[config.mk]
export PLATFORM = sky130hd
export DESIGN_NAME = ct_ifu_bht_gen2
export DESIGN_NICKNAME = d
export VERILOG_FILES = /design/src/rtl/ct_ifu_bht_gen2.sv
export SDC_FILE = /design/constraint.sdc
export NUM_CORES = 2
export LEC_CHECK = 0
export ABC_AREA = 1
export BUFFER_PORTS_ARGS = -buffer_cell sky130_fd_sc_hd__buf_4
export CORE_MARGIN = 1
export CORE_UTILIZATION = 25
export CTS_BUF_LIST = sky130_fd_sc_hd__clkbuf_8
export CTS_CLUSTER_DIAMETER = 30
export CTS_CLUSTER_SIZE = 24
export DETAILED_ROUTE_END_ITERATION = 12
export PLACE_DENSITY = 0.46
export SLEW_MARGIN = 0
export SYNTH_ARGS = -nofsm -noshare
export SYNTH_HDL_FRONTEND = slang
export SYNTH_SLANG_ARGS = --single-unit
[constraint.sdc]
create_clock -name forever_cpuclk -period 58.2 [get_ports forever_cpuclk]
set_clock_uncertainty 0.1 [all_clocks]
set_input_delay 11.64 -clock forever_cpuclk [delete_from_list [all_inputs] [get_ports forever_cpuclk]]
set_output_delay 11.64 -clock forever_cpuclk [all_outputs]
set_load 0.02 [all_outputs]
[src/rtl/ct_ifu_bht_gen2.sv]
// ct_ifu_bht_gen2: second-generation IFU branch history table.
//
// The table is an array of 2^IDX_W saturating counters. Lookups use a gshare index, the PC index
// XOR the low history bits. Speculative history (vghr) is updated from predicted conditional
// branches. Retire history (rtu_ghr) is updated from the retire ports. A flush restores vghr from
// the retire history.
//
// A sweep state machine sets every entry to weakly-not-taken. The sweep runs after reset and
// after inv_req. While it runs, prediction and training are suppressed and the history logic keeps
// running.
//
// Build option: define CT_IFU_BHT_BYPASS_EN to forward a same-cycle training result to a lookup
// of the same index. When it is undefined, that lookup returns the pre-update counter.
//
// Ports:
//   forever_cpuclk, cpurst      clock; synchronous active-high reset
//   bht_en                      enables prediction and training
//   inv_req / inv_on / inv_done sweep request, sweep busy, one-cycle completion pulse
//   pred_vld, pred_pc_idx       lookup request
//   pred_out_vld, pred_cnt,     registered lookup result; pred_taken is the counter MSB
//   pred_taken
//   spec_upd_vld, spec_taken    speculative history shift
//   upd_vld, upd_idx, upd_taken training request at a pre-hashed index
//   ret_condbr, ret_taken       retire ports, bit 0 is the oldest
//   flush                       restore vghr from the retire history
//   vghr, rtu_ghr               speculative and retired global histories
module ct_ifu_bht_gen2 #(
  parameter int unsigned IDX_W     = 10,
  parameter int unsigned GHR_W     = 22,
  parameter int unsigned CNT_W     = 2,
  parameter int unsigned RET_PORTS = 3
) (
  input  logic                 forever_cpuclk,
  input  logic                 cpurst,
  input  logic                 bht_en,
  input  logic                 inv_req,
  output logic                 inv_on,
  output logic                 inv_done,
  input  logic                 pred_vld,
  input  logic [IDX_W-1:0]     pred_pc_idx,
  output logic                 pred_out_vld,
  output logic [CNT_W-1:0]     pred_cnt,
  output logic                 pred_taken,
  input  logic                 spec_upd_vld,
  input  logic                 spec_taken,
  input  logic                 upd_vld,
  input  logic [IDX_W-1:0]     upd_idx,
  input  logic                 upd_taken,
  input  logic [RET_PORTS-1:0] ret_condbr,
  input  logic [RET_PORTS-1:0] ret_taken,
  input  logic                 flush,
  output logic [GHR_W-1:0]     vghr,
  output logic [GHR_W-1:0]     rtu_ghr
);

  localparam int unsigned Depth = 2 ** IDX_W;
  localparam logic [IDX_W-1:0] LastIdx = {IDX_W{1'b1}};
  localparam logic [CNT_W-1:0] CntMax = {CNT_W{1'b1}};
  // MSB clear, all lower bits set: weakly not-taken.
  localparam logic [CNT_W-1:0] CntWeakNt = CntMax >> 1;

  if (GHR_W < IDX_W) begin : g_bad_ghr_w
    $error("GHR_W must be >= IDX_W");
  end
  if (RET_PORTS < 1 || RET_PORTS > 4) begin : g_bad_ret_ports
    $error("RET_PORTS must be in 1..4");
  end

  typedef enum logic [0:0] {StInv, StIdle} state_e;

  state_e           state_q, state_d;
  logic [IDX_W-1:0] ptr_q, ptr_d;
  logic             inv_done_q, inv_done_d;
  logic             pred_out_vld_q, pred_out_vld_d;
  logic [CNT_W-1:0] pred_cnt_q, pred_cnt_d;
  logic [GHR_W-1:0] vghr_q, vghr_d;
  logic [GHR_W-1:0] rtu_ghr_q, rtu_ghr_d;

  // Counter array. It has no reset because the sweep writes every entry before it is read.
  logic [CNT_W-1:0] mem_q [Depth];

  logic             is_idle;
  logic             train_en;
  logic [CNT_W-1:0] upd_cur;
  logic [CNT_W-1:0] upd_new;
  logic             wr_en;
  logic [IDX_W-1:0] wr_idx;
  logic [CNT_W-1:0] wr_data;
  logic [IDX_W-1:0] lkp_idx;
  logic             lkp_vld;
  logic [CNT_W-1:0] lkp_raw;
  logic [CNT_W-1:0] lkp_cnt;

  // Sweep FSM.
  always_comb begin
    state_d    = state_q;
    ptr_d      = ptr_q;
    inv_done_d = 1'b0;
    unique case (state_q)
      StInv: begin
        ptr_d = ptr_q + 1'b1;
        if (ptr_q == LastIdx) begin
          state_d    = StIdle;
          inv_done_d = 1'b1;
        end
      end
      StIdle: begin
        if (inv_req) begin
          state_d = StInv;
          ptr_d   = '0;
        end
      end
      default: begin
        state_d = StInv;
        ptr_d   = '0;
      end
    endcase
  end

  // Table write port. The sweep owns the port while it runs, and training is dropped then.
  always_comb begin
    is_idle  = (state_q == StIdle);
    train_en = is_idle && bht_en && upd_vld;
    upd_cur  = mem_q[upd_idx];
    upd_new  = upd_cur;
    if (upd_taken) begin
      if (upd_cur != CntMax) upd_new = upd_cur + 1'b1;
    end else begin
      if (upd_cur != '0) upd_new = upd_cur - 1'b1;
    end
    wr_en   = !is_idle || train_en;
    wr_idx  = is_idle ? upd_idx : ptr_q;
    wr_data = is_idle ? upd_new : CntWeakNt;
  end

  always_ff @(posedge forever_cpuclk) begin
    if (wr_en) begin
      mem_q[wr_idx] <= wr_data;
    end
  end

  // Lookup. The index hashes with vghr as it stands in the request cycle.
  always_comb begin
    lkp_idx = pred_pc_idx ^ vghr_q[IDX_W-1:0];
    lkp_vld = pred_vld && is_idle && bht_en;
    lkp_raw = mem_q[lkp_idx];
`ifdef CT_IFU_BHT_BYPASS_EN
    lkp_cnt = (train_en && (upd_idx == lkp_idx)) ? upd_new : lkp_raw;
`else
    lkp_cnt = lkp_raw;
`endif
    pred_out_vld_d = lkp_vld;
    // Hold the last result when no lookup completes.
    pred_cnt_d     = lkp_vld ? lkp_cnt : pred_cnt_q;
  end

  // Histories. Valid retire ports shift in oldest first, so invalid ports are compacted out.
  // The youngest retire ends up in bit 0.
  always_comb begin
    rtu_ghr_d = rtu_ghr_q;
    for (int i = 0; i < int'(RET_PORTS); i++) begin
      if (ret_condbr[i]) begin
        rtu_ghr_d = {rtu_ghr_d[GHR_W-2:0], ret_taken[i]};
      end
    end
    if (flush) begin
      vghr_d = rtu_ghr_d;
    end else if (spec_upd_vld) begin
      vghr_d = {vghr_q[GHR_W-2:0], spec_taken};
    end else begin
      vghr_d = vghr_q;
    end
  end

  always_ff @(posedge forever_cpuclk) begin
    if (cpurst) begin
      state_q        <= StInv;
      ptr_q          <= '0;
      inv_done_q     <= 1'b0;
      pred_out_vld_q <= 1'b0;
      pred_cnt_q     <= '0;
      vghr_q         <= '0;
      rtu_ghr_q      <= '0;
    end else begin
      state_q        <= state_d;
      ptr_q          <= ptr_d;
      inv_done_q     <= inv_done_d;
      pred_out_vld_q <= pred_out_vld_d;
      pred_cnt_q     <= pred_cnt_d;
      vghr_q         <= vghr_d;
      rtu_ghr_q      <= rtu_ghr_d;
    end
  end

  assign inv_on       = (state_q == StInv);
  assign inv_done     = inv_done_q;
  assign pred_out_vld = pred_out_vld_q;
  assign pred_cnt     = pred_cnt_q;
  assign pred_taken   = pred_cnt_q[CNT_W-1];
  assign vghr         = vghr_q;
  assign rtu_ghr      = rtu_ghr_q;

endmodule

==> run metrics <==
status completed; Synth Instances between 10,000 and 15,000; die area between 0.4 and 0.5 mm2; Synth cell types 31; ANT nets after route 0; total clock sinks around 2,100; Via density between 5 and 6; H-tree Lvls 5; CP most frequent cell nand3_1; Max Fanout on Critical Path about 240; Final Cycle Share 0.3559; DR iter-0 viols 10,800; initial antenna violation count 19; vias in the first global route roughly 94,000; cts bufs inserted between 400 and 500; Max Freq 0.04828 GHz; CP max-delay cell buf_4; FILL cells about 47,000; Mapped Avg Cell Area approximately 8.5 um2; CTS max path bufs 4; register area ~0.063 mm2; WP data required ~60 ns; DRT Pass-1 Iters 6; clk root buf clkbuf_8; DRC 0; Final Cell Area approximately 0.13 mm2; first-pass GRT wire length approximately 660 mm; critical path startpoint upd_idx[0]; Initial Util 0.2519; fin nets roughly 13,000; Max-Cap Viols 0; WL final between 400 and 500 mm; peak supply drop ~0.020 mV; syn_nets about 13,000; GR Util All Layers 0.1956; Final min period 20.71 ns; CP startpoint kind input port; footprint of the multi-input gates 0.03960 mm2; hold_buf cts 0; Worst-path clk slew ~0.050 ns; Critical Path Max Stage Delay just over 0.9 ns; Worst Max-Slew Pin Slew around 1.3 ns; insertion delay to the later sink of the worst-skew pair around 1.2 ns; Layout area overhead 15.07%; CP Cell Sequence buf_16, buf_4, buf_4, buf_4, buf_12, a21oi_1, o21ai_0, nand3_1, nand3_1, nand3_1, nand3_1, nand3_1, nand3_1, nand3_1, nand3_1, nand3_1, nand2_1, inv_1, nor2_4, buf_12, buf_4, buf_4, buf_4, buf_4; FF-to-FF setup slack roughly 51 ns; CTS resizes 0; Post-Place Worst Slack 36.61 ns; IO Port Bufs 85; PnR worst setup slack roughly 37 ns; Die Width between 600 and 700 um; post-synthesis sequential area ratio 0.5571; Post-DP HPWL around 250 mm; core footprint between 0.4 and 0.5 mm2; Syn. warnings 0; Top Ports 86; RSZ-0062 raised after global routing no; row count 245; grt ovf 0; post-placement cell area approximately 0.12 mm2; final count of hold timing violations 0; PwrDens 31.65 mW/mm2; r2r worst-path depth 19; Hold Path Class reg2reg; count of final setup violators 0; Worst setup EP type register; setup TNS 0 ns; R2R Path Start mem_q[273][1]; WL/cell ~24 um; P_leak 48.67 nW; Netlist Area Pre-Place 0.1125 mm2; worst path arrival time approximately 21 ns; Seq cells post-synth around 2,100; final slew viol count 0; max_slew headroom 0.1565; post-CTS setup buffers 0; Final GP Congestion around 0.83; Vias between 90,000 and 100k; CTS tree done; chip height around 670 um; largest net degree at the start of global routing between 200 and 250; critical setup path kind in2reg; RR Endpoint mem_q[707][1]; CP Capture Point mem_q[707][1]; layout cells sized above 1 0.08641
[registers in the layout (all words and copies together), names as in the netlist]
signal	cells
is_idle	1
ptr_q	10
rtu_ghr	22
pred_cnt	2
mem_q	2048
vghr	22
pred_out_vld	1
inv_done	1
[routing by layer]
| metal | part of all wire | track usage | routed length [um] | vias to the layer above |
|---|---|---|---|---|
| li1 | - | - | - | 44850 |
| met1 | 0.42 | 0.2570 | 191800 | 47400 |
| met2 | 0.46 | 0.3234 | 212600 | 4372 |
| met3 | 0.079 | 0.03250 | 36270 | 828 |
| met4 | 0.039 | 0.07113 | 17650 | 8 |
| met5 | 0.00013 | 0 | 61 | - |
[cell usage in the layout, fill, tap and decap left out, types with 3 or more instances in the layout]
cell type and n:
a211oi_1 4, a21oi_1 973, a221oi_1 3, buf_12 20, buf_4 282, buf_8 3
bufinv_16 78, clkbuf_8 472, clkinv_1 66, clkinv_2 85, clkinv_4 34, clkinv_8 6
clkinvlp_4 74, dfxtp_1 59, diode_2 6, edfxtp_1 2048, inv_1 1655, inv_12 7
inv_2 4, inv_4 3, inv_6 24, inv_8 6, nand2_1 2025, nand2_4 20
nand3_1 2625, nand3_4 15, nor2_1 1100, nor2_2 4, nor3_1 20, o211ai_1 270
o21ai_0 1333, o311a_1 19, xnor2_2 6
[per-stage QoR]
stage          hold slack (ns)  power [W]    util  cells
2_1_floorplan           0.3364   0.001987       -  13290
3_3_place_gp            0.3529   0.002189  0.2652  18400
3_5_place_dp            0.3520   0.002188  0.2652  18400
4_1_cts                 0.3624   0.004118  0.2898  19290
5_1_grt                 0.3982   0.004228  0.2898  19300
6_report                0.3608   0.004097  0.2898  19300
[worst min-delay path by stage]
stage	from	end	slack, ns	depth (start not counted)
after floorplan	ptr_q[9]	ptr_q[9]	0.34	1
after global placement	ptr_q[9]	ptr_q[9]	0.35	1
after detailed placement	ptr_q[9]	ptr_q[9]	0.35	1
after CTS	ptr_q[9]	ptr_q[9]	0.36	1
after global routing	ptr_q[7]	ptr_q[7]	0.40	2
final	ptr_q[9]	ptr_q[9]	0.36	1
[synthesized netlist by cell type (all sizes together)]
cell    count  area share
a211oi      4     0.00027
a21oi     973       0.043
a221oi      3     0.00023
a22oi       1    0.000067
a31oi       2     0.00011
buf       527       0.021
clkbuf    593       0.020
clkinv      2    0.000067
dfxtp      59       0.010
edfxtp   2048        0.55
ha          1     0.00011
inv      1622       0.054
mux2i       1    0.000089
nand2    2048       0.068
nand3    2640        0.12
nor2     1105       0.037
nor3       20     0.00089
o211ai    270       0.018
o21a        2     0.00013
o21ai    1334       0.059
o221a       2     0.00020
o311a      19      0.0017
o311ai      1    0.000078
xnor2       9     0.00077
xor2        1     0.00014
[final cells by class]
cell class                      instances  area share
Clock buffer                          472     0.05018
Tap cell                             5928     0.05729
Sequential cell                      2107      0.4842
Inverter                             1624     0.04744
Timing Repair Buffer                  307     0.02009
Multi-Input combinational cell       8436      0.3059
Clock inverter                        420     0.03478
Antenna cell                            6   0.0001160
[worst max-delay path: cells and delay by family]
family                 cells  cell delay (ns)
buffers and inverters     11             7.14
AND/OR/NAND/NOR           11             1.60
AO/OA/AOI/OAI              2             0.27
[cell families (layout without fill, tap and decap cells)]
group,count (synthesis),count (layout),share of synthesized area
buf+inv,2744,2823,0.09477
xor+xnor,10,10,0.0009121
mux,1,1,0.00008898
simple gates,5813,5813,0.2236
compound gates,2611,2611,0.1234
other cells,0,6,0
fa+ha+maj,1,1,0.0001112
flops,2107,2107,0.5571
[where the power goes]
group,switching [W],total (W),internal (W)
logic,0.000392,0.000522,0.000130
registers,0.00000318,0.00165,0.00164
clock network,0.000798,0.00193,0.00113
No activity file was read; power rests on OpenSTA's default activity.
